===== config.mk =====
export PLATFORM = sky130hd
export DESIGN_NAME = scarf_byte_master
export DESIGN_NICKNAME = d
export VERILOG_FILES = /design/src/rtl/scarf_byte_master.sv
export SDC_FILE = /design/constraint.sdc
export NUM_CORES = 1
export LEC_CHECK = 0
export CAP_MARGIN = 20
export CORE_MARGIN = 4
export CORE_UTILIZATION = 48
export DETAILED_ROUTE_END_ITERATION = 16
export HOLD_SLACK_MARGIN = 0.03
export PLACE_DENSITY = 0.87
export SETUP_SLACK_MARGIN = 0.2
export SKIP_CTS_REPAIR_TIMING = 1
export SYNTH_ARGS = -nofsm -noshare
export SYNTH_HDL_FRONTEND = slang
export SYNTH_SLANG_ARGS = --single-unit

===== constraint.sdc =====
create_clock -name clk -period 2.3 [get_ports clk]
set_input_delay 0.23 -clock clk [delete_from_list [all_inputs] [get_ports clk]]
set_output_delay 0.23 -clock clk [all_outputs]
set_load 0.05 [all_outputs]

===== src/rtl/scarf_byte_master.sv =====
`default_nettype none
// ============================================================================
//  Module   : scarf_byte_master
//  Purpose  : On-chip SCARF transaction initiator. Takes one command at a
//             time and replays it on the byte-level slave bus. It sends three
//             address bytes and then the data bytes. Consecutive strobes are
//             separated by BYTE_GAP idle clocks. Write data streams in on
//             wr_*. Read data streams out on rd_*.
//  Ports    : clk, rst_n_sync        - clock, async active-low reset
//             cmd_*                  - command handshake (slave, dir, addr, len)
//             wr_data/valid/ready    - write byte stream (consumed on wr_ready)
//             rd_data/valid          - read byte stream (no backpressure)
//             busy, done, nack       - status (nack sticky until next accept)
//             read_data_out          - combined slave read bus
//             data_in*, slave_id,rnw - byte-level slave bus
//  Revision : 1.0 - initial release
// ============================================================================
module scarf_byte_master #(
    parameter int         BYTE_GAP      = 4,     // minimum 2
    parameter logic [6:0] IDLE_SLAVE_ID = 7'h00
) (
    input  logic        clk,
    input  logic        rst_n_sync,
    input  logic        cmd_valid,
    output logic        cmd_ready,
    input  logic [6:0]  cmd_slave_id,
    input  logic        cmd_rnw,
    input  logic [18:0] cmd_addr,
    input  logic [15:0] cmd_len,
    input  logic [7:0]  wr_data,
    input  logic        wr_valid,
    output logic        wr_ready,
    output logic [7:0]  rd_data,
    output logic        rd_valid,
    output logic        busy,
    output logic        done,
    output logic        nack,
    input  logic [7:0]  read_data_out,
    output logic [7:0]  data_in,
    output logic        data_in_valid,
    output logic        data_in_finished,
    output logic [6:0]  slave_id,
    output logic        rnw
);

    localparam int               GAP_W    = $clog2(BYTE_GAP + 1);
    localparam logic [GAP_W-1:0] GAP_ONE  = GAP_W'(1);
    localparam logic [GAP_W-1:0] GAP_LAST = GAP_W'(BYTE_GAP - 1);
    localparam logic [GAP_W-1:0] GAP_FULL = GAP_W'(BYTE_GAP);

    typedef enum logic [2:0] {
        S_IDLE   = 3'd0,
        S_GAP    = 3'd1,
        S_ADDR   = 3'd2,
        S_DATA   = 3'd3,
        S_FINISH = 3'd4
    } state_t;

    state_t            state_q, state_d;
    logic [GAP_W-1:0]  gap_q, gap_d;
    logic [1:0]        idx_q, idx_d;      // bytes sent so far, saturates at 3
    logic [18:0]       addr_q, addr_d;
    logic [15:0]       len_q, len_d;      // remaining data bytes
    logic [6:0]        sid_q, sid_d;
    logic              rnw_q, rnw_d;
    logic              busy_q, busy_d;
    logic              done_q, done_d;
    logic              nack_q, nack_d;
    logic              rd_valid_q, rd_valid_d;
    logic [7:0]        rd_data_q, rd_data_d;
    logic              fire;

    always_ff @(posedge clk or negedge rst_n_sync) begin
        if (!rst_n_sync) begin
            state_q    <= S_IDLE;
            gap_q      <= '0;
            idx_q      <= 2'd0;
            addr_q     <= 19'd0;
            len_q      <= 16'd0;
            sid_q      <= IDLE_SLAVE_ID;
            rnw_q      <= 1'b0;
            busy_q     <= 1'b0;
            done_q     <= 1'b0;
            nack_q     <= 1'b0;
            rd_valid_q <= 1'b0;
            rd_data_q  <= 8'h00;
        end else begin
            state_q    <= state_d;
            gap_q      <= gap_d;
            idx_q      <= idx_d;
            addr_q     <= addr_d;
            len_q      <= len_d;
            sid_q      <= sid_d;
            rnw_q      <= rnw_d;
            busy_q     <= busy_d;
            done_q     <= done_d;
            nack_q     <= nack_d;
            rd_valid_q <= rd_valid_d;
            rd_data_q  <= rd_data_d;
        end
    end

    always_comb begin
        state_d          = state_q;
        gap_d            = gap_q;
        idx_d            = idx_q;
        addr_d           = addr_q;
        len_d            = len_q;
        sid_d            = sid_q;
        rnw_d            = rnw_q;
        busy_d           = busy_q;
        done_d           = 1'b0;
        nack_d           = nack_q;
        rd_valid_d       = 1'b0;
        rd_data_d        = rd_data_q;
        cmd_ready        = 1'b0;
        wr_ready         = 1'b0;
        data_in          = 8'h00;
        data_in_valid    = 1'b0;
        data_in_finished = 1'b0;
        fire             = 1'b0;

        unique case (state_q)
            S_IDLE: begin
                cmd_ready = 1'b1;
                if (cmd_valid) begin
                    sid_d   = cmd_slave_id;
                    rnw_d   = cmd_rnw;
                    addr_d  = cmd_addr;
                    len_d   = cmd_len;
                    nack_d  = 1'b0;
                    busy_d  = 1'b1;
                    idx_d   = 2'd0;
                    gap_d   = '0;
                    state_d = S_GAP;
                end
            end

            S_GAP: begin
                if (gap_q == GAP_LAST) begin
                    gap_d   = '0;
                    state_d = (idx_q == 2'd3) ? S_DATA : S_ADDR;
                end else begin
                    gap_d = gap_q + GAP_ONE;
                end
            end

            S_ADDR: begin
                data_in_valid = 1'b1;
                case (idx_q)
                    2'd0:    data_in = {5'b00000, addr_q[18:16]};
                    2'd1:    data_in = addr_q[15:8];
                    default: data_in = addr_q[7:0];
                endcase
                idx_d = idx_q + 2'd1;
                gap_d = '0;
                // The addressed slave answers the first address byte with its
                // own ID; anything else means nobody owns that ID.
                if ((idx_q == 2'd0) && (read_data_out != {1'b0, sid_q})) begin
                    nack_d  = 1'b1;
                    state_d = S_FINISH;
                end else if ((idx_q == 2'd2) && (len_q == 16'd0)) begin
                    state_d = S_FINISH;
                end else begin
                    state_d = S_GAP;
                end
            end

            S_DATA: begin
                if (rnw_q) begin
                    // Sample happens with the strobe, before the slave
                    // advances its address.
                    fire       = 1'b1;
                    rd_data_d  = read_data_out;
                    rd_valid_d = 1'b1;
                end else if (wr_valid) begin
                    fire     = 1'b1;
                    wr_ready = 1'b1;
                    data_in  = wr_data;
                end
                data_in_valid = fire;
                if (fire) begin
                    len_d   = len_q - 16'd1;
                    gap_d   = '0;
                    state_d = (len_q == 16'd1) ? S_FINISH : S_GAP;
                end
            end

            S_FINISH: begin
                if (gap_q == GAP_FULL) begin
                    data_in_finished = 1'b1;
                    sid_d            = IDLE_SLAVE_ID;
                    rnw_d            = 1'b0;
                    busy_d           = 1'b0;
                    done_d           = 1'b1;
                    gap_d            = '0;
                    state_d          = S_IDLE;
                end else begin
                    gap_d = gap_q + GAP_ONE;
                end
            end

            default: state_d = S_IDLE;
        endcase
    end

    assign rd_data  = rd_data_q;
    assign rd_valid = rd_valid_q;
    assign busy     = busy_q;
    assign done     = done_q;
    assign nack     = nack_q;
    assign slave_id = sid_q;
    assign rnw      = rnw_q;

endmodule
`default_nettype wire


Word-level counts from Yosys, hierarchy flattened
Cells that the tools add are included.
- flip-flop bits (word level): 63
- input port bits: 63
- output and inout bits: 32
- logic and storage cells: 93
- add/subtract/negate cells: 3
- eq/ne operators: 16
- multiplexer cells: 45
- reductions and logical operators: 17
- operator list (operator ; number):
    $mux W3 ; 11
    $mux W16 ; 2
    $pmux W16 S2 ; 1
    $pmux W8 S2 ; 2
    $pmux W3 S5 ; 2
    $eq A16 B1 Y1 const B ; 1
    $logic_not A16 Y1 ; 1
    $mux W1 ; 16
    $mux W8 ; 2
    $sub A16 B1 Y16 const B ; 1
    $mux W7 ; 2
    $pmux W7 S2 ; 1
    $reduce_and A3 Y1 ; 4
    $ne A2 B2 Y1 const B ; 5
    $eq A3 B2 Y1 const B ; 3
    $ne A8 B7 Y1 ; 1
    $pmux W1 S2 ; 4
    $eq A3 B3 Y1 const B ; 2
    $reduce_and A2 Y1 ; 3
    $reduce_bool A2 Y1 ; 3
    $reduce_bool A5 Y1 ; 1
    $eq A2 B2 Y1 const B ; 2
    $pmux W2 S2 ; 1
    $reduce_and A4 Y1 ; 1
    8 further kinds ; 9

Logic depth before layout (Yosys ltp)
- word-level depth: 5
- depth in mapped cells: 7
- mapped depth without buffers: 7

Worst setup path after synthesis
OpenSTA, ideal clock, no wires.
- kind: register to register
- start: register gap_q[0]
- end: register rnw_q (netlist: rnw)
- library setup time: 0.123 ns
- arrival: 3.207 ns
- required time: 2.177 ns
- setup slack: -1.029 ns
- stages on the path, launching flop included: 7
- buffers on the path: 0
- period minus slack after synthesis: 3.329 ns
- cell sequence: dfrtp_1 -> inv_1 -> ha_1 -> nand2_1 -> nor4b_1 -> nor2_1 -> a22o_1
- word-level cells in the longest chain between the ends: 3
- ends and longest elaborated chain (what ; line ; text):
    start, declared ; 60 ; logic [GAP_W-1:0] gap_q, gap_d;
    start signal, assigned ; 89 ; gap_q <= gap_d;
    $eq A3 B3 Y1 ; 190 ; if (gap_q == GAP_FULL) begin
    $ne A2 B2 Y1 (no source line) ; -- ;
    $reduce_and A3 Y1 (no source line) ; -- ;
    end signal, assigned ; 94 ; rnw_q <= rnw_d;
    end, declared ; 65 ; logic rnw_q, rnw_d;
Every way passes these cells.
A chain may end at the register's enable or synchronous reset.

Final worst setup path
- start: register idx_q[1]
- end: output port data_in[1]
- word-level cells in the longest chain between the ends: 3
- elaborated cells between the ends (all ways): 4
- those cells by class: eq/ne (1); mux (2); reduce/logical (1)
- ends and longest elaborated chain (what ; line ; text):
    start, declared ; 61 ; logic [1:0] idx_q, idx_d;
    start signal, assigned ; 90 ; idx_q <= idx_d;
    $eq A2 B1 Y1 or $logic_not A2 Y1 (tied branches) ; 150 ; case (idx_q)
    $pmux W8 S2 (*) ; 150 ;
    $pmux W8 S2 (*) ; 123 ; unique case (state_q)
    end, declared ; 39 ; output logic [7:0] data_in,
Mark *: on every way between the ends. The rest lies on a longest branch, timed or not.

==> impl_results.md <==
- Worst path cell trace: inv_1 > ha_4 > buf_4 > a22o_1 > a21oi_2 > o21ai_4 > buf_12
- Top_reg_cell synth: dfrtp_1
- Max Freq: 490 MHz
- Std cell rows: 30
- Routed WL: 9.36 mm
- Area Growth Syn to Fin: 47.2%
- Final Max Slew Viols: 0
- Register area: 1580 um^2
- Die X-Extent: 91.8 um
- Yosys cell types: 47
- Clk_lat worst skew: 0.35 ns
- CP max FO: 8
- Crit end category: output port
- WP buf/inv: 3
- Core Region: 6790 um^2
- Starting Density: 0.496
- Share of synthesized registers carrying an async set or reset: 1.00
- HP Class: in -> reg
- Inserted Diodes: 0
- EDFF count, synth: 0
- Fin crit share: 0.887
- Final Cell Area: 4960 um^2
- Clock-pin slew on the worst setup and hold paths: 0.07 ns
- Initial antenna violation count: 0
- Final GP Congestion: 0.912
- DP Wirelength: 6.50 mm
- Worst-case clock buffer depth: 2
- Max-Cap Viols: 0
- Router iterations before antenna repair: 5
- TritonCTS clock tree: yes
- Synth Area per Inst: 8.87 um^2
- Fin crit period: 2.04 ns
- Final Setup Violations: 0
- Headroom to the max-slew limit: 0.554
- Synthesized instance count: 380
- Status: complete, no violations
- Number of synthesis warnings: 0
- Die Height: 91.8 um
- GRT Total Usage: 0.216
- CP max stage delay: 0.39 ns
- Crit path arrival time: 1.81 ns
- Syn_nets: 454
- Slowest cell on the critical path: dfrtp_1
- CTS buffer count: 9
- Pwr dens: 1310 nW/um^2
- Worst Skew: 0.00991 ns
- Slew of the pin with the lowest slew margin: 0.668 ns
- Register bit total from synthesis: 63
- Vias in the first global route: 3143
- Sequential fraction of the synthesis area: 0.468
- Worst EP required: 2.07 ns
- VDD IR max: 574 uV
- Area after DPL: 4660 um^2
- Largest net degree at the start of global routing: 36
- Cell area after synthesis: 3370 um^2
- Critical path launch point type: flip-flop
- CP top delay family: buffers and inverters
- First-pass GRT wire length: 14.6 mm
- Most frequent cells in the layout: clkdlybuf4s50_1, nand2_1, dfrtp_1
- Via/cell ratio: 5.59
- Fillers: 446
- Commonest non-fill, non-tap cell in the layout: clkdlybuf4s50_1
- Multi-input logic area: 1850 um^2
- H-tree depth: 3
- Fin. Hold Viols: 0
- Antenna Nets Post-Route: 0
- IO buf count: 94
- Routed len/inst: 16.2 um
- Master cell of the clock root buffer: clkbuf_8
- Post-Layout Cell Count: 579
- WS Path Type: reg -> out
- # DRC: 0
- DR vias: 3235
- Final net count: 552
- Sink Count: 63
- Layout cells sized above 1: 0.172
- Initial DRC count: 223
- Die area: 8430 um^2
- Lkg Pwr: 2.12 nW
- Dpl cells: 560
- Unrepaired setup endpoints after global routing: no
- Boundary Pins: 95
- Grt ovf: 0
[synthesized netlist by cell type, types with 4 or more instances]
cell / instances / area [um^2]
a21oi_1: 27 / 135
o21ai_0: 32 / 160
nor4_1: 4 / 25.0
nor3_1: 9 / 45.0
clkbuf_1: 19 / 71.3
nor3b_1: 4 / 30.0
dfrtp_1: 63 / 1580
nor2_1: 28 / 105
nor2b_1: 4 / 25.0
nand2_1: 80 / 300
inv_1: 11 / 41.3
ha_1: 11 / 138
xnor2_1: 4 / 35.0
a22oi_1: 7 / 52.6
mux2_2: 9 / 101
nand3_1: 4 / 20.0
a22o_1: 12 / 105
[worst paths after layout]
| path | start | endpoint | cells after the start | slack (ns) |
|---|---|---|---|---|
| min reg2reg | addr_q[16]$_DFFE_PN0P_ | addr_q[16]$_DFFE_PN0P_ | 2 | 0.48 |
| max | idx_q[1]$_DFFE_PN0P_ | data_in[1] | 7 | 0.26 |
| min in group asynchronous | rst_n_sync | addr_q[13]$_DFFE_PN0P_ | 2 | 0.45 |
| min | cmd_addr[6] | addr_q[6]$_DFFE_PN0P_ | 3 | 0.41 |
| max in group asynchronous | rst_n_sync | idx_q[0]$_DFFE_PN0P_ | 3 | 1.23 |
| max reg2reg | len_q[10]$_DFFE_PN0P_ | len_q[15]$_DFFE_PN0P_ | 5 | 0.30 |
[per-layer routing]
layer  global-route usage  routed length (um)  vias to the layer above
met5                    0                   0                        -
met4               0.0965                 244                        0
met3               0.0558                 742                       25
met2                0.352                4520                      160
met1                0.269                3850                     1524
li1                     -                   -                     1526
[cell type report]
| class | count | area share |
|---|---|---|
| Tap cell | 96 | 0.0242 |
| Clock buffer | 10 | 0.0257 |
| Timing Repair Buffer | 110 | 0.238 |
| Multi-Input combinational cell | 283 | 0.373 |
| Inverter | 11 | 0.00832 |
| Clock inverter | 6 | 0.0124 |
| Sequential cell | 63 | 0.318 |
[per-stage QoR]
| step | utilization | hold WS, ns | setup WS, ns | power [mW] | setup TNS [ns] |
|---|---|---|---|---|---|
| after global placement | 0.686 | 0.285 | 0.292 | 5.24 | 0 |
| after global routing | 0.731 | 0.424 | 0.210 | 6.93 | 0 |
| after floorplan | - | -0.0656 | 0.149 | 4.31 | 0 |
| after detailed placement | 0.686 | 0.294 | 0.162 | 5.37 | 0 |
| final | 0.731 | 0.405 | 0.260 | 6.52 | 0 |
| after CTS | 0.714 | -0.0803 | -0.0205 | 6.32 | -0.0949 |
[report_power, final]
group          switching (mW)  leakage [nW]  internal, mW
Sequential              0.434         0.778          1.61
Clock                   0.435        0.0960         0.496
Combinational            2.10          1.24          1.45
[flip-flops by register name, indices dropped and copies added (netlist names)]
name      cells
addr_q       19
busy          1
done          1
gap_q         3
idx_q         2
len_q        16
nack          1
rd_data       8
rd_valid      1
rnw           1
slave_id      7
state_q       3
[worst reg2reg max path: stages (launching register included)]
cell     delay [ns]
dfrtp_1        0.43
or4_4          0.57
or3_4          0.36
o31a_1         0.29
o21ai_1        0.14
o21ai_1        0.10
[kinds of logic (layout without fill, tap and decap cells)]
kind of cell | Yosys count | count (layout) | synth area share
flip-flops | 63 | 63 | 0.468
multiplexers | 9 | 9 | 0.0301
buffers and inverters | 34 | 137 | 0.0427
XOR/XNOR | 7 | 7 | 0.0182
AND/OR/NAND/NOR | 153 | 153 | 0.209
AO/OA/AOI/OAI | 103 | 103 | 0.191
adder cells (fa/ha/maj) | 11 | 11 | 0.0408
No activity file was read; power rests on OpenSTA's default activity.
